$ cat src/rtl/exec_pkg.sv
// Shared definitions for the execution cluster: ALU mode encodings and
// default operand/tag widths.
package exec_pkg;

  localparam int DATA_W_DEF = 16;
  localparam int IDX_W_DEF  = 6;

  typedef enum logic [2:0] {
    ALU_ADD = 3'b000,
    ALU_SUB = 3'b001,
    ALU_AND = 3'b010,
    ALU_OR  = 3'b011,
    ALU_XOR = 3'b100,
    ALU_SLL = 3'b101,
    ALU_SRL = 3'b110,
    ALU_SRA = 3'b111
  } alu_mode_e;

endpackage

$ cat src/rtl/exec_mult_pipe.sv
// Multiplier pipeline with writeback backpressure, tag tracking and flush.
// The product is formed on entry and carried through the stages with its tag.
module exec_mult_pipe
  import exec_pkg::*;
#(
  parameter int DATA_W   = DATA_W_DEF,
  parameter int MULT_LAT = 3,
  parameter int IDX_W    = IDX_W_DEF
) (
  input  logic              clk,
  input  logic              rst,
  input  logic              flush,
  input  logic              mult_en,
  input  logic [DATA_W-1:0] mult_op1,
  input  logic [DATA_W-1:0] mult_op2,
  input  logic [IDX_W-1:0]  mult_indx,
  input  logic              mult_wb_rdy,
  output logic [DATA_W-1:0] mult_out,
  output logic [IDX_W-1:0]  mult_indx_out,
  output logic              mult_valid_wb,
  output logic              reg_wrt_mul,
  output logic              mult_free
);

  logic [MULT_LAT-1:0] vld;
  logic [DATA_W-1:0]   dat [MULT_LAT];
  logic [IDX_W-1:0]    tag [MULT_LAT];
  logic [DATA_W-1:0]   prod;
  logic                stall;
  logic                issue;

  // Low DATA_W bits of the product are identical for signed and unsigned.
  assign prod  = mult_op1 * mult_op2;

  assign stall     = vld[MULT_LAT-1] & ~mult_wb_rdy;
  assign mult_free = ~stall;
  assign issue     = mult_en & mult_free & ~flush;

  always_ff @(posedge clk or negedge rst) begin
    if (!rst) begin
      vld <= '0;
      for (int s = 0; s < MULT_LAT; s++) begin
        dat[s] <= '0;
        tag[s] <= '0;
      end
    end else begin
      // Flush wins over a stalled head so recovery never waits on writeback.
      if (flush) begin
        vld <= '0;
      end else if (!stall) begin
        vld <= {vld[MULT_LAT-2:0], issue};
      end
      if (!stall) begin
        dat[0] <= prod;
        tag[0] <= mult_indx;
        for (int s = 1; s < MULT_LAT; s++) begin
          dat[s] <= dat[s-1];
          tag[s] <= tag[s-1];
        end
      end
    end
  end

  assign mult_out      = dat[MULT_LAT-1];
  assign mult_indx_out = tag[MULT_LAT-1];
  assign mult_valid_wb = vld[MULT_LAT-1];
  assign reg_wrt_mul   = vld[MULT_LAT-1] & mult_wb_rdy;

endmodule

$ cat src/rtl/exec_cluster.sv
// Execution cluster: NUM_ALU single-cycle ALU lanes, an address adder and a
// stallable multiplier pipeline, all sharing one flush.
module exec_cluster
  import exec_pkg::*;
#(
  parameter int DATA_W   = DATA_W_DEF,
  parameter int NUM_ALU  = 2,
  parameter int MULT_LAT = 3,
  parameter int IDX_W    = IDX_W_DEF
) (
  input  logic                      clk,
  input  logic                      rst,
  input  logic                      flush,
  input  logic [NUM_ALU-1:0]        alu_en,
  input  logic [NUM_ALU*DATA_W-1:0] alu_op1,
  input  logic [NUM_ALU*DATA_W-1:0] alu_op2,
  input  logic [NUM_ALU*3-1:0]      alu_mode,
  input  logic [NUM_ALU-1:0]        alu_inv_Rt,
  input  logic [NUM_ALU*IDX_W-1:0]  alu_indx,
  output logic [NUM_ALU*DATA_W-1:0] alu_out,
  output logic [NUM_ALU*IDX_W-1:0]  alu_indx_out,
  output logic [NUM_ALU-1:0]        alu_valid,
  input  logic                      mult_en,
  input  logic [DATA_W-1:0]         mult_op1,
  input  logic [DATA_W-1:0]         mult_op2,
  input  logic [IDX_W-1:0]          mult_indx,
  input  logic                      mult_wb_rdy,
  output logic [DATA_W-1:0]         mult_out,
  output logic [IDX_W-1:0]          mult_indx_out,
  output logic                      mult_valid_wb,
  output logic                      reg_wrt_mul,
  output logic                      mult_free,
  input  logic                      addr_en,
  input  logic [DATA_W-1:0]         addr_op1,
  input  logic [DATA_W-1:0]         addr_op2,
  input  logic [IDX_W-1:0]          addr_indx,
  output logic [DATA_W-1:0]         addr_out,
  output logic [IDX_W-1:0]          addr_indx_out,
  output logic                      addr_valid
);

  localparam int SH_W = $clog2(DATA_W);

  function automatic logic [DATA_W-1:0] alu_calc(
    input logic [2:0]        mode,
    input logic [DATA_W-1:0] a,
    input logic [DATA_W-1:0] b
  );
    logic [SH_W-1:0]   sh;
    logic [DATA_W-1:0] r;
    sh = b[SH_W-1:0];
    r  = '0;
    case (alu_mode_e'(mode))
      ALU_ADD: r = a + b;
      ALU_SUB: r = a - b;
      ALU_AND: r = a & b;
      ALU_OR:  r = a | b;
      ALU_XOR: r = a ^ b;
      ALU_SLL: r = a << sh;
      ALU_SRL: r = a >> sh;
      ALU_SRA: r = $unsigned($signed(a) >>> sh);
    endcase
    return r;
  endfunction

  logic [DATA_W-1:0] res_d [NUM_ALU];
  logic [DATA_W-1:0] res_q [NUM_ALU];
  logic [IDX_W-1:0]  tag_q [NUM_ALU];

  for (genvar i = 0; i < NUM_ALU; i++) begin : g_lane
    logic [DATA_W-1:0] op2_eff;
    assign op2_eff  = alu_inv_Rt[i] ? ~alu_op2[i*DATA_W +: DATA_W]
                                    :  alu_op2[i*DATA_W +: DATA_W];
    assign res_d[i] = alu_calc(alu_mode[i*3 +: 3], alu_op1[i*DATA_W +: DATA_W], op2_eff);
    assign alu_out[i*DATA_W +: DATA_W]     = res_q[i];
    assign alu_indx_out[i*IDX_W +: IDX_W]  = tag_q[i];
  end

  // Result/tag registers load on issue even under flush; only valid is cleared.
  always_ff @(posedge clk or negedge rst) begin
    if (!rst) begin
      alu_valid <= '0;
      for (int i = 0; i < NUM_ALU; i++) begin
        res_q[i] <= '0;
        tag_q[i] <= '0;
      end
    end else begin
      alu_valid <= alu_en & {NUM_ALU{~flush}};
      for (int i = 0; i < NUM_ALU; i++) begin
        if (alu_en[i]) begin
          res_q[i] <= res_d[i];
          tag_q[i] <= alu_indx[i*IDX_W +: IDX_W];
        end
      end
    end
  end

  always_ff @(posedge clk or negedge rst) begin
    if (!rst) begin
      addr_valid    <= 1'b0;
      addr_out      <= '0;
      addr_indx_out <= '0;
    end else begin
      addr_valid <= addr_en & ~flush;
      if (addr_en) begin
        addr_out      <= addr_op1 + addr_op2;
        addr_indx_out <= addr_indx;
      end
    end
  end

  exec_mult_pipe #(
    .DATA_W   (DATA_W),
    .MULT_LAT (MULT_LAT),
    .IDX_W    (IDX_W)
  ) u_mult (
    .clk           (clk),
    .rst           (rst),
    .flush         (flush),
    .mult_en       (mult_en),
    .mult_op1      (mult_op1),
    .mult_op2      (mult_op2),
    .mult_indx     (mult_indx),
    .mult_wb_rdy   (mult_wb_rdy),
    .mult_out      (mult_out),
    .mult_indx_out (mult_indx_out),
    .mult_valid_wb (mult_valid_wb),
    .reg_wrt_mul   (reg_wrt_mul),
    .mult_free     (mult_free)
  );

endmodule

$ cat config.mk
export PLATFORM = sky130hd
export DESIGN_NAME = exec_cluster
export DESIGN_NICKNAME = d
export VERILOG_FILES = /design/src/rtl/exec_pkg.sv /design/src/rtl/exec_mult_pipe.sv /design/src/rtl/exec_cluster.sv
export SDC_FILE = /design/constraint.sdc
export NUM_CORES = 1
export LEC_CHECK = 0
export CAP_MARGIN = 20
export CORE_AREA = 5 5 196 198
export DETAILED_ROUTE_END_ITERATION = 8
export DIE_AREA = 0 0 201 203
export GPL_TIMING_DRIVEN = 0
export PLACE_DENSITY = 0.72
export REMOVE_ABC_BUFFERS = 1
export SYNTH_ARGS = -nofsm -noshare
export SYNTH_HDL_FRONTEND = slang
export SYNTH_SLANG_ARGS = --single-unit
$ cat constraint.sdc
create_clock -name clk -period 3.66 [get_ports clk]
set_clock_uncertainty 0.1 [all_clocks]
set_input_delay 0.549 -clock clk [delete_from_list [all_inputs] [get_ports clk]]
set_output_delay 0.549 -clock clk [all_outputs]
set_load 0.02 [all_outputs]
## Yosys cells after proc, flatten, opt, wreduce, memory -nomap -nowiden

Index checks and enable logic that the tools add are counted.

- Add/sub/neg operators: 5
- Multiply operators: 1
- Div/mod/pow operators: 0
- Magnitude comparators: 0
- Eq/ne operators: 15
- Shift-type cells: 6
- Multiplexer cells: 6
- Bitwise logic cells: 17
- Reductions and logical operators: 2

Operator list:

| kind | count |
|---|---|
| 16-bit one-hot mux with 8 select lines | 2 |
| 16-bit adder | 3 |
| 16-bit AND | 2 |
| 16-bit two-way mux | 2 |
| 16-bit inverter | 2 |
| 16-bit OR | 2 |
| 16-bit by 4-bit << shifter with 16-bit output | 2 |
| 16-bit by 4-bit >> shifter with 16-bit output | 2 |
| 16-bit by 4-bit >>> shifter with 16-bit output | 2 |
| 16-bit subtractor | 2 |
| 16-bit bitwise XOR | 2 |
| 3-bit == test, second input constant | 8 |
| 16-bit by 16-bit multiplier with 16-bit output | 1 |
| 3-bit by 2-bit == test with 1-bit output, second input constant | 4 |
| 3-bit by 1-bit == test with 1-bit output, second input constant | 2 |
| 3-bit logical NOT | 2 |
| 3-bit two-way mux | 2 |
| 1-bit AND | 5 |
| 1-bit inverter | 3 |
| 2-bit AND | 1 |
| 2-bit inequality test, second input constant | 1 |

- Flip-flop bits (word level): 138
- Bits in latches: 0
- RAM bits: 0
- ROM bits: 0
- Input port bits: 168
- Output and inout port bits: 94
- Word-level logic and storage cells: 67
- Memories kept: 0

## Depth between registers and ports, before layout

Gate-level depths: netlist of run 1.

- Depth after elaboration: 7
- Mapped depth: 20
- Mapped depth without buffers: 19

## By module

From an unflattened synthesis of run 1, not the netlist that was laid out.

- Cell total of the unflattened synthesis: 2312
- Area total of the unflattened synthesis: 18340.1 µm²

By module, submodules not included:

| module | times used | cells each | area each (µm²) | sequential area each (µm²) |
|---|---|---|---|---|
| exec_cluster | 1 | 1541 | 11685.0 | 1726.7 |
| exec_mult_pipe | 1 | 771 | 6655.1 | 1726.7 |

## Worst setup path before layout of run 1

No wires, ideal clock.

- Path kind: in2reg
- From: in mult_op2[1]
- To: reg u_mult.dat[47] in the netlist's numbering
- Library setup time: 148 ps
- Data arrival time: 5121 ps
- Data required time: 3412 ps
- Slack: -1709 ps
- Stages: 18
- Buffers on the path: 1
- Cell sequence: clkbuf_1 > nand2_1 > fa_1 > fa_1 > fa_1 > fa_1 > inv_1 > fa_1 > inv_1 > fa_1 > inv_1 > ha_1 > a21oi_1 > o21ai_0 > a41oi_1 > o21bai_1 > xnor2_1 > a21oi_1

- Word-level cells in the longest chain between the ends: 1

RTL lines:

| item | line | RTL |
|---|---|---|
| start, declared | exec_cluster.sv:25 | `input logic [DATA_W-1:0] mult_op2,` |
| 16-bit by 16-bit multiplier with 16-bit output | exec_mult_pipe.sv:33 | `assign prod = mult_op1 * mult_op2;` |
| end signal, assigned by index | exec_mult_pipe.sv:57 | `dat[s] <= dat[s-1];` |
| end, declared | exec_mult_pipe.sv:26 | `logic [DATA_W-1:0] dat [MULT_LAT];` |

Every way passes these cells.
A chain may end at the register's enable or synchronous reset.

## Worst setup path in the final report of run 1

- From: in mult_op2[4]
- To: reg u_mult.dat[45] in the netlist's numbering

The elaborated chain is that of the path after synthesis.

==> metrics.txt, run 1 <==
Synth Area in XOR/XNOR=6.87%; FF/Latch Area=3450 sq um; WHS Path Cells=2; layout cells sized above 1=12.9%; sw frac=43.8%; outcome=finished with violations; mux cell area share after synthesis=9.01%; clock slew at reported path FFs=0.07 ns; Synth cell types=85; P per Cell Area=520 nW/um^2; Compound-Gate Fraction of Synth Area=16.8%; total track usage=27.1%; worst path cell trace=buf_12, and2_4, fa_1, inv_1, fa_1, fa_1, fa_1, inv_2, fa_1, inv_1, fa_1, inv_2, ha_4, a21oi_4, buf_6, o21bai_1, a41oi_2, xor2_1, o21ai_1; area growth from synthesis to layout=24.7%; Starting Density=48.2%; input/output buffers=261; area share of fa/ha/maj cells after synthesis=21.1%; Yosys reg bits=138; Simple-Gate Fraction of Synth Area=18.6%; hold crit path type=flop to flop; number of clock sinks=138; Slew Limit Fails=0; Worst slew margin=39.0%; Clk pwr share=16.0%; vias in the first global route=16437; Power, Total=11.4 mW; Multi-input gate area=13200 sq um; WL/cell=19.9 um; Syn Area/Cell=8.12 sq um; crit-path max FO=6; Ports=262; Static Leakage=9.81 nW; Yosys Warn Count=0; post-route worst setup slack=-1.18 ns; part of the cycle the worst path needs=132%; via count=16571; Internal=6.38 mW; Std-Cell Rows=70; Max VDD drop=0.000718 V; Layout Nets=2766; Critical Setup Path Class=input pin to flop; DRT iter0 DRCs=1322; Worst Setup End Kind=flop; Post-synth EDFFs=0; Fmax=207 MHz; largest family of logic cells by synthesized area=adder cells; maxcap violations=0; Worst Path Required=3.86 ns; clk_lat worst skew=0.45 ns; RSZ-0062 raised after global routing=true; P_sw=4.98 mW; DIE WIDTH=201 um; Overflow after GRT=0; Core ar.=36300 sq um; most common flop cell mapped by yosys=dfrtp_1; Post-DP Area=20300 sq um; register share of total power=18.9%; initial antenna violation count=1; Final Hold Fails=0; Fillers=3172; Die H=203 um; first-pass GRT wire length=90000 um; WHS=0.365 ns; 1st-pass router iterations=5; Worst Tran Pin Value=0.914 ns; CP startpoint kind=input pin; number of remaining DRC errors=0; Crit-path slowest cell=fa_1; CP max stage delay=0.53 ns; Root Driver=clkbuf_16; Avg Vias per Cell=5.85; H-tree depth=4; final setup fails=9; Async S/R FF share, synth=100%; Num CTS Buffers=17; RD Place Congestion=0.972; Synth Cell Area=17500 sq um; Clock Path Buffers=2; R2R cell count=4; largest net degree at the start of global routing=92; failing checks=negative setup slack; post-route ant nets=0; wirelength, routed=56500 um; CTS tree=yes; fin crit period=4.84 ns; Gate Count Post-Synth=2158; Critical Path AT=5.04 ns; die area=40800 sq um; CP dominant cell by count=fa_1; Final HPWL DP=41100 um; Logic pwr share=65.1%; fin area=21800 sq um; register area share after synthesis=19.7%
-- state kept, by name (all words and copies together), names as in the netlist --
signal and flops:
u_mult.vld 3, u_mult.tag 12, alu_out 32, addr_valid 1
u_mult.dat 32, u_mult.mult_indx_out 6, alu_valid 2, u_mult.mult_out 16
alu_indx_out 12, addr_out 16, addr_indx_out 6
-- final timing paths --
kind | startpoint | endpoint | slack [ns]
worst max-delay path | mult_op2[4] | u_mult.dat[45] | -1.18
worst min-delay path | u_mult.mult_out[6] | u_mult.mult_out[6] | 0.36
worst max register to register | u_mult.vld[2] | u_mult.dat[38] | 1.79
worst min register to register | u_mult.mult_out[6] | u_mult.mult_out[6] | 0.36
max in group asynchronous | rst | u_mult.mult_indx_out[5] | 2.10
min in group asynchronous | rst | addr_out[6] | 0.52
-- power groups by stage --
stage	registers, mW	clock network, mW	logic (mW)
2_1_floorplan	2.40	0	4.00
3_3_place_gp	2.16	0	6.00
3_5_place_dp	2.17	0	6.17
4_1_cts	2.15	1.86	7.13
5_1_grt	2.20	1.94	8.16
6_report	2.15	1.82	7.39
-- critical path, delay by kind of cell --
family,cells,cell delay [ns]
buffers and inverters,6,0.45
AO/OA/AOI/OAI,4,0.50
XOR/XNOR,1,0.18
adder cells (fa/ha/maj),7,3.22
AND/OR/NAND/NOR,1,0.15
-- metal layers --
| metal | global-route usage (%) | share of wire [%] |
|---|---|---|
| met1 | 35.5 | 41 |
| met5 | 0 | 0 |
| met4 | 10.4 | 3.8 |
| met2 | 44.3 | 47 |
| met3 | 5.88 | 7.6 |
-- area by class of cell --
cell class	count	area share (%)
multi-input combinational	1683	60.6
antenna	1	0.0115
clock buffer	17	1.95
timing repair buffer	308	14.4
inverter	202	3.68
clock inverter	15	0.768
timing repair inverter	3	0.0745
tap	468	2.68
sequential	138	15.8
-- cells in the mapped netlist, types with 17 or more instances --
cell,n,area share [%]
a21o_1,19,0.81
a21oi_1,109,3.1
a31oi_1,31,1.1
and2_1,80,2.9
buf_2,17,0.49
buf_4,24,1.0
clkbuf_1,83,1.8
dfrtp_1,138,20
fa_1,83,9.5
ha_1,162,12
inv_1,196,4.2
mux2_2,30,1.9
mux2i_1,63,3.6
mux4_2,22,2.8
nand2_1,373,8.0
nand3_1,34,0.97
nor2_1,130,2.8
nor3_1,31,0.89
o21ai_0,108,3.1
o22ai_1,29,1.0
xnor2_1,91,4.5
xor2_1,37,1.8
-- metrics by stage --
step                std cells  utilization, %  worst slack [ns]  TNS (ns)
finish                   2835            60.1             -1.18     -7.73
CTS                      2823            59.4             -1.14     -7.06
global route             2835            60.1             -1.33     -8.99
global placement         2752            55.3             -5.61   -968.63
detailed placement       2761            55.8             -2.79    -66.02
floorplan                2023               -             -1.99   -149.46
-- layout by cell type, fill, tap and decap left out, types with 18 or more instances in the layout --
master and n:
nor3_1 27, xnor2_1 91, o21ai_0 97, ha_1 150
fa_1 78, a21oi_1 98, mux4_2 22, nor2_1 123
clkdlybuf4s50_1 211, and2_4 23, mux2i_1 62, buf_4 34
clkbuf_16 18, mux2_2 30, a21o_1 19, dfrtp_1 138
xor2_1 32, inv_1 181, nand3_1 33, o22ai_1 28
buf_6 19, nand2_1 369, and2_1 57, a31oi_1 28
-- timing repair --
action | in CTS | in global routing
cloned | 3 | 1
hold buffers | 1 | 0
hold endpoints to repair | 47 | 0
setup endpoints to repair | 42 | 23
buffers inserted | 26 | 9
pin swaps | 83 | 43
gates resized for setup | 322 | 51
-- cell families after synthesis --
family	Yosys count
AOI/OAI and AO/OA	454
buffers and inverters	337
and+or+nand+nor	732
muxes	120
DFF	138
adders and majority gates	245
xor gates and xnor gates	132
Power figures use the tool's default switching activity.
==> run 2: changes to the inputs <==
CORE_AREA = 5 5 200 202   (was 5 5 196 198)
DIE_AREA = 0 0 205 207   (was 0 0 201 203)
PLACE_DENSITY = 0.79   (was 0.72)
SYNTH_HIERARCHICAL = 1   (was default)
==> run 2 against run 1 <==
  * The flow still finishes with violations (negative setup slack)
  * Worst hold slack got worse by 0.0026 ns
  * Core utilization is 0.27 points lower
  * Setup slack got worse by 0.18 ns
  * Highest routed layer unchanged
==> metrics.txt, run 2 <==
outcome=finished with violations; failing checks=negative setup slack; die area=42400 sq um (+4.0%); Starting Density=48.1% (-0.075 points); DIE WIDTH=205 um (+2.0%); commonest non-fill, non-tap cell in the layout=nand2_1; Critical Setup Path Class=input pin to flop; Inserted Diodes=0 (-1); synth top area cells=dfrtp_1 (19%), ha_1 (11%), fa_1 (9.1%), nand2_1 (8.5%), xnor2_1 (4.5%); top-area cell type share of the netlist area=18.8% (-0.88 points); Core ar.=38100 sq um (+4.8%); layout cells sized above 1=13.1% (+0.12 points); number of clock sinks=138 (unchanged); maxcap violations=0 (unchanged); clock slew at reported path FFs=0.06 ns (about the same); Worst Path Required=3.87 ns (about the same); Max VDD drop=0.000643 V (-10%); total track usage=28.8% (+1.7 points); CP startpoint kind=input pin; P per Cell Area=522 nW/um^2 (+0.49%); Root Driver=clkbuf_16; Commonest cells post-synth=nand2_1 (415), inv_1 (199), ha_1 (154); Gate Count Post-Synth=2312 (+7.1%); Post-DP Area=21100 sq um (+4.0%); Num CTS Buffers=17 (unchanged); Ports=262 (unchanged); Worst slew margin=19.5% (-20 points); Yosys reg bits=138 (unchanged); Syn Area/Cell=7.93 sq um (-2.3%); Synth cell types=86 (+1.2%); Post-synth EDFFs=0 (unchanged); Fin Setup TNS=-9.08 ns (-1.35 ns); area growth from synthesis to layout=24.3%; Async S/R FF share, synth=100% (unchanged); Overflow after GRT=0 (unchanged); Fmax=199 MHz (-3.6%); register area share after synthesis=18.8% (-0.88 points); crit-path max FO=9 (+3); most common flop cell mapped by yosys=dfrtp_1; largest net degree at the start of global routing=98 (+6.5%); placed insts=2944 (+6.6%); Std-Cell Rows=72 (+2.9%); RD Place Congestion=0.963 (-0.97%); Die H=207 um (+2.0%); wirelength, routed=65000 um (+15%); post-route ant nets=0 (unchanged); Synth Cell Area=18300 sq um (+4.7%); RSZ-0062 raised after global routing=true; Worst Setup End Kind=flop; Avg Vias per Cell=6.06 (+3.7%); Power, Total=11.9 mW (+4.9%); vias in the first global route=18000 (+9.5%); clk_lat worst skew=0.44 ns (about the same); DRT iter0 DRCs=1749 (+32%); post-route worst setup slack=-1.36 ns (-0.180 ns); 1st-pass router iterations=6 (+1); Slew Limit Fails=0 (unchanged); input/output buffers=261 (unchanged); Final Hold Fails=0 (unchanged); largest area contributor in the netlist=dfrtp_1; first-pass GRT wire length=98900 um (+9.9%); R2R cell count=5 (+1); fin crit period=5.02 ns (+0.180 ns); Fillers=3291 (+3.8%); final setup fails=9 (unchanged); Clock Path Buffers=2 (unchanged); H-tree depth=4 (unchanged); Layout Nets=2905 (+5.0%); initial antenna violation count=0 (-1); hold crit path type=flop to flop; Yosys Warn Count=6 (+6); WHS=0.362 ns (-0.00257 ns); Final HPWL DP=46500 um (+13%); number of remaining DRC errors=0 (unchanged); commonest cells after routing, fill and taps aside=nand2_1 (410), clkdlybuf4s50_1 (211), inv_1 (183); WHS Path Cells=2 (unchanged); count leader, synth=nand2_1; Worst Tran Pin Value=1.18 ns (+0.262 ns); part of the cycle the worst path needs=137% (+4.9 points); Critical Path AT=5.23 ns (+0.19 ns); non-filler cells, final=3031 (+6.9%); WL/cell=21.4 um (+7.6%); via count=18374 (+11%); CTS tree=yes; Static Leakage=10.0 nW (+2.3%); fin area=22800 sq um (+4.4%)
## run 2: kinds of logic (layout without fill, tap and decap cells)
| group | count (synthesis) | count (layout) | share of synthesized area [%] |
|---|---|---|---|
| fa+ha+maj | 237 | 237 | 19.6 |
| compound gates | 508 | 508 | 18.2 |
| xor+xnor | 132 | 132 | 6.56 |
| flops | 138 | 138 | 18.8 |
| mux | 112 | 112 | 7.95 |
| simple gates | 818 | 820 | 20.4 |
| buf+inv | 367 | 566 | 8.49 |
## run 2: worst paths after layout
check                           slack, ns                start                   to
worst max-delay path                -1.36          mult_op1[7]       u_mult/dat[45]
worst min-delay path                 0.36  u_mult/mult_out[10]  u_mult/mult_out[10]
worst max register to register       1.63        u_mult/vld[2]       u_mult/dat[41]
worst min register to register       0.36  u_mult/mult_out[10]  u_mult/mult_out[10]
max in group asynchronous            2.11                  rst          alu_out[18]
min in group asynchronous            0.52                  rst           addr_valid
## run 2: layout make-up
type	count	area, sq um	share of cell area (%)
inverter	203	790	3.46
sequential	138	3450	15.1
timing repair inverter	2	10.0	0.0439
tap	518	648	2.84
multi-input combinational	1809	14000	61.2
clock inverter	14	149	0.653
clock buffer	18	439	1.93
timing repair buffer	329	3360	14.7
## run 2: through the flow
| stage | worst slack (ns) | util, % |
|---|---|---|
| global route | -1.49 | 59.8 |
| global placement | -5.33 | 54.6 |
| detailed placement | -2.78 | 55.3 |
| finish | -1.36 | 59.8 |
| CTS | -1.27 | 58.4 |
| floorplan | -1.75 | - |
## run 2: worst max-delay path: stages
cell and delay, ns:
buf_12 0.12, and2_4 0.14, fa_1 0.53, inv_1 0.05, fa_1 0.49, inv_2 0.04, fa_1 0.52, inv_2 0.04
fa_1 0.52, inv_1 0.05, fa_1 0.47, inv_1 0.05, fa_1 0.49, inv_2 0.05, ha_4 0.26, a21o_1 0.19
a21oi_2 0.18, buf_4 0.16, nand2_2 0.07, xnor2_2 0.17, a21oi_1 0.08
## run 2: what timing repair did
item / 4_1_cts / 5_1_grt
hold buffers: 1 / 0
resized for setup: 289 / 79
cloned: 2 / 4
buffers inserted: 25 / 22
pin swaps: 47 / 19
endpoints found under the hold margin: 41 / 0
setup endpoints to repair: 43 / 21
## run 2: power breakdown
group / internal [mW] / switching [mW]
combinational: 3.64 / 4.32
clock: 0.982 / 0.816
sequential: 1.94 / 0.212
total: 6.56 / 5.35
## run 2: metal layers
layer	track usage (%)	vias up	wire length [um]
li1	-	8328	-
met1	37.2	8929	25400
met2	48.4	955	31700
met3	4.58	162	5520
met4	11.3	0	2380
met5	0	-	0
==> patch 1: new RTL, flow settings as in run 1 <==
Set the parameter `NUM_ALU` to 1 (it was 2).
--- a/src/rtl/exec_cluster.sv
+++ b/src/rtl/exec_cluster.sv
@@ -4,7 +4,7 @@
   import exec_pkg::*;
 #(
   parameter int DATA_W   = DATA_W_DEF,
-  parameter int NUM_ALU  = 2,
+  parameter int NUM_ALU  = 1,
   parameter int MULT_LAT = 3,
   parameter int IDX_W    = IDX_W_DEF
 ) (
Ports: changed (9 resized); port bits go from 262 to 196. The function was not compared with the original's and may differ.
==> patch 1 against run 1 <==
  * The run ends with negative hold slack, negative setup slack left
  * Utilization fell by 14 points
  * Worst setup slack got worse by 0.086 ns
  * Power shrank 7.7%
  * Sequential cell count fell by 23
  * Wire length shrank 30%
  * Design area fell by 23%
  * Die area stayed put
  * Synthesized cell count down 29%
  * Hold slack got worse by 0.39 ns
  * Synthesized area decreased by 27%
  * Critical endpoint is now u_mult.dat[47]$_DFFE_PN0N_
  * Highest routed layer unchanged
==> patch 1: results (changes against run 1) <==
stage	metric	value	unit	change
global_route	GRT met3 Usage	3.47	%	was 5.88%
synthesis	top cells by area, synth	dfrtp_1, fa_1, ha_1		was dfrtp_1, ha_1, fa_1
route	metal2 WL	19400	µm	was 26600 µm
global_route	GR Util met1	23.4	%	was 35.5%
synthesis	XOR/XNOR Fraction of Synth Area	6.84	%	was 6.87%
pwr	Sw Pwr	4.49	mW	was 4.98 mW
cts	Setup Buffers After CTS	14		was 26
sta	Hold Violations, Final	7		was 0
global_route	largest net degree at the start of global routing	61		was 92
synthesis	Yosys cell types	73		was 85
cells_and_area	Util after Layout	46.5	%	was 60.1%
placement	Placed Area	15100	µm²	was 20300 µm²
synthesis	Avg Inst Size Synth	8.37	µm²	was 8.12 µm²
sta	slew margin rel.	45.4	%	was 39.0%
placement	quantity of I/O buffers inserted on ports	195		was 261
critical_path	CP endpoint	u_mult.dat[47]$_DFFE_PN0N_		was u_mult.dat[45]$_DFFE_PN0N_
pwr	share of total power in the clock network	16.4	%	was 16.0%
route	DR WL met3	2750	µm	was 4310 µm
synthesis	Synth Area in Compound Gates	12.8	%	was 16.8%
placement	Post-DP HPWL	28300	µm	was 41100 µm
synthesis	Post-Synth Adder-Cell Area	23.8	%	was 21.1%
outcome	status	complete, but fails checks		unchanged
outcome	failing checks	negative hold slack, negative setup slack		was negative setup slack
critical_path	worst reg2reg path depth	6		was 4
placement	GPL Wtd Cong	0.947		was 0.972
worst_hold_path	Worst Hold Class	input port to asynchronous set/reset pin		was flip-flop to flip-flop
global_route	first-pass GRT wire length	61800	µm	was 90000 µm
route	met1 wire length	16400	µm	was 23400 µm
critical_path	Worst Path Max Fanout	8		was 6
cts	Clk Latency, worst-skew pair	0.43	ns	was 0.45 ns
placement	pre-CTS setup slack	-2.80	ns	was -2.79 ns
cells_and_area	number of fill cells in the layout	3415		was 3172
pwr	worst vdd ir	650	µV	was 718 µV
critical_path	CP arrival	5.14	ns	was 5.04 ns
sta	final worst slack	-1.27	ns	was -1.18 ns
pwr	Leakage Power	7.71	nW	was 9.81 nW
sta	worst hold slack	-0.0248	ns	was 0.365 ns
cells_and_area	ANT cells	0		was 1
global_route	vias in the first global route	11600		was 16400
route	Via density	5.27		was 5.85
cells_and_area	layout cell share with drive strength beyond 1	16.3	%	was 12.9%
global_route	met2 usage in global routing	32.0	%	was 44.3%
sta	final setup violation count	9		unchanged
==> patch 1: cell types whose count changed after synthesis, sizes merged, moves of 24 or more <==
cell	before	now
a21oi	109	78
a31oi	31	7
clkbuf	83	59
ha	162	113
inv	198	163
mux2i	65	33
nand2	373	326
nor2	130	66
o21ai	109	54
==> patch 1: final cells by class <==
| class | instances | area share [%] |
|---|---|---|
| Clock buffer | 17 | 2.52 |
| Clock inverter | 15 | 1.07 |
| Inverter | 164 | 3.74 |
| Multi-Input combinational cell | 1160 | 56.3 |
| Sequential cell | 115 | 17.0 |
| Tap cell | 468 | 3.46 |
| Timing Repair Buffer | 259 | 15.9 |
| Timing Repair inverter | 1 | 0.0296 |
==> patch 1: cell families (layout without fill, tap and decap cells) <==
logic type               count (synthesis)  after routing
adder cells (fa/ha/maj)                195            195
multiplexers                            73             73
AND/OR/NAND/NOR                        536            537
XOR/XNOR                                96             98
AO/OA/AOI/OAI                          257            257
buffers and inverters                  262            456
flip-flops                             115            115
==> patch 2: new RTL, flow settings as in run 1 <==
Made on the original files. Register the input `alu_mode` before use, without a reset. The logic sees it one clock later. The other inputs are not delayed to match.
--- a/src/rtl/exec_cluster.sv
+++ b/src/rtl/exec_cluster.sv
@@ -41,6 +41,12 @@
 
   localparam int SH_W = $clog2(DATA_W);
 
+  logic [NUM_ALU*3-1:0] alu_mode_q;
+
+  always_ff @(posedge clk) begin
+    alu_mode_q <= alu_mode;
+  end
+
   function automatic logic [DATA_W-1:0] alu_calc(
     input logic [2:0]        mode,
     input logic [DATA_W-1:0] a,
@@ -71,7 +77,7 @@
     logic [DATA_W-1:0] op2_eff;
     assign op2_eff  = alu_inv_Rt[i] ? ~alu_op2[i*DATA_W +: DATA_W]
                                     :  alu_op2[i*DATA_W +: DATA_W];
-    assign res_d[i] = alu_calc(alu_mode[i*3 +: 3], alu_op1[i*DATA_W +: DATA_W], op2_eff);
+    assign res_d[i] = alu_calc(alu_mode_q[i*3 +: 3], alu_op1[i*DATA_W +: DATA_W], op2_eff);
     assign alu_out[i*DATA_W +: DATA_W]     = res_q[i];
     assign alu_indx_out[i*IDX_W +: IDX_W]  = tag_q[i];
   end
Formal check against the unedited RTL: not equivalent (Yosys sat finds a counterexample within 4 cycles, from zero or initial values and one cycle with rst low).
==> patch 2 against run 1 <==
  * Wire length down 2.0%
  * Largest power group unchanged
  * Synthesized area down 2.8%
  * Worst setup slack better by 0.0033 ns
  * Synthesized cell count down 4.5%
  * Design area up 0.40%
  * The run still ends with negative setup slack left
  * Sequential share of layout area up 0.59 points
  * Die area unchanged
  * Sequential cell count up 6
  * Power up 5.4%
==> patch 2: results (changes against run 1) <==
stage	metric	value	unit	change
critical_path	reg-to-reg endpoint	alu_out[28]$_DFFE_PN0P_		was u_mult.dat[38]$_DFFE_PN0N_
placement	placed cells	2674		was 2761
global_route	GR Util All Layers	25.9	%	was 27.1%
sta	final setup violation count	9		unchanged
critical_path	CP delay by family, top	adder cells		unchanged
synthesis	Avg Inst Size Synth	8.27	µm²	was 8.12 µm²
pwr	Leakage Power	9.78	nW	was 9.81 nW
critical_path	Reg-to-Reg Start	alu_mode_q[5]$_DFF_P_		was u_mult.vld[2]$_DFFE_PN0P_
cells_and_area	layout cell share with drive strength beyond 1	15.5	%	was 12.9%
global_route	vias in the first global route	16300		was 16400
sta	slew margin rel.	34.9	%	was 39.0%
cts	clk buf depth	2		unchanged
placement	pre-CTS setup slack	-2.82	ns	was -2.79 ns
cells_and_area	Final Non-Filler Cells	2761		was 2835
outcome	status	complete, but fails checks		unchanged
cells_and_area	number of fill cells in the layout	3158		was 3172
placement	GPL Wtd Cong	0.944		was 0.972
pwr	P_seq	2.25	mW	was 2.15 mW
synthesis	top cells by area, synth	dfrtp_1, ha_1, fa_1		unchanged
sta	TNS Setup	-7.09	ns	was -7.73 ns
global_route	met2 usage in global routing	42.5	%	was 44.3%
critical_path	CP arrival	5.09	ns	was 5.04 ns
synthesis	Yosys cell types	76		was 85
synthesis	Seq/Total Area, Yosys	21.0	%	was 19.7%
outcome	failing checks	negative setup slack		unchanged
pwr	worst vdd ir	592	µV	was 718 µV
route	mean routed wirelength per cell	20.0	µm	was 19.9 µm
route	Via density	5.92		was 5.85
critical_path	Worst Path Max Fanout	7		was 6
route	Initial DRC Count	1527		was 1322
critical_path	flop2flop setup slack	0.16	ns	was 1.79 ns
synthesis	list of most frequent post-synthesis cells	nand2_1, inv_1, ha_1, dfrtp_1, nor2_1		unchanged
route	DR WL met3	4640	µm	was 4310 µm
sta	final worst slack	-1.18	ns	about the same
placement	Post-DP HPWL	38500	µm	was 41100 µm
global_route	GR Util met1	33.8	%	was 35.5%
critical_path	worst reg2reg path depth	13		was 4
route	met1 wire length	22400	µm	was 23400 µm
sta	worst hold slack	0.0486	ns	was 0.365 ns
placement	quantity of I/O buffers inserted on ports	261		unchanged
global_route	initial antenna violation count	0		was 1
global_route	first-pass GRT wire length	86700	µm	was 90000 µm
global_route	GRT met3 Usage	5.00	%	was 5.88%
placement	Placed Area	19900	µm²	was 20300 µm²
cells_and_area	ANT cells	0		was 1
pwr	PwrDens	546	nW/µm²	was 520 nW/µm²
route	metal2 WL	26200	µm	was 26600 µm
global_route	largest net degree at the start of global routing	78		was 92
pwr	share of total power in the clock network	15.6	%	was 16.0%
worst_hold_path	Worst Hold Class	input port to asynchronous set/reset pin		was flip-flop to flip-flop
pwr	Sw Share	43.3	%	was 43.8%
route	drt first pass iters	6		was 5
synthesis	post-synthesis async set-or-reset flop share	95.8	%	was 100%
## patch 2: cell types whose count changed after synthesis, sizes merged, moves of 9 or more
| cell | change |
|---|---|
| mux2 | +13 |
| a211oi | +9 |
| nand2 | -32 |
| o21ai | -21 |
| o21a | -12 |
| a31oi | -17 |
## patch 2: timing repair
item                                    in CTS  in global routing
endpoints found under the setup margin      43                 28
buffers inserted                            26                 22
pin swaps                                   64                 54
resized for setup                          306                 98
cloned                                       6                  1
hold buffers                                 0                  0
## patch 2: layout make-up
cell class                      count  area, µm²  share of cell area (%)
Clock buffer                       18        439                    2.00
Clock inverter                     14        161                   0.736
Inverter                          196        777                    3.54
Multi-Input combinational cell   1595      13000                    59.3
Sequential cell                   144       3600                    16.4
Tap cell                          468        586                    2.67
Timing Repair Buffer              323       3340                    15.2
Timing Repair inverter              3       15.0                  0.0685
## patch 2: how the worst max path moves through the flow
stage	slack, ns	to	cells past startpoint	start
floorplan	-1.69	alu_out[15]$_DFFE_PN0P_	14	alu_inv_Rt[0]
global placement	-4.99	mult_free	4	mult_wb_rdy
detailed placement	-2.82	u_mult.dat[46]$_DFFE_PN0N_	17	mult_op2[1]
CTS	-1.19	u_mult.dat[46]$_DFFE_PN0N_	18	mult_op2[5]
global route	-1.33	u_mult.dat[46]$_DFFE_PN0N_	19	mult_op1[6]
finish	-1.18	u_mult.dat[47]$_DFFE_PN0N_	19	mult_op1[9]
## patch 2: kinds of logic (layout without fill, tap and decap cells)
group	Yosys count	after routing	share of synthesized area (%)
adder cells (fa/ha/maj)	245	245	21.7
XOR/XNOR	135	137	7.14
buffers and inverters	324	554	7.83
AO/OA/AOI/OAI	397	397	14.8
AND/OR/NAND/NOR	686	686	17.8
multiplexers	130	130	9.79
flip-flops	144	144	21.0
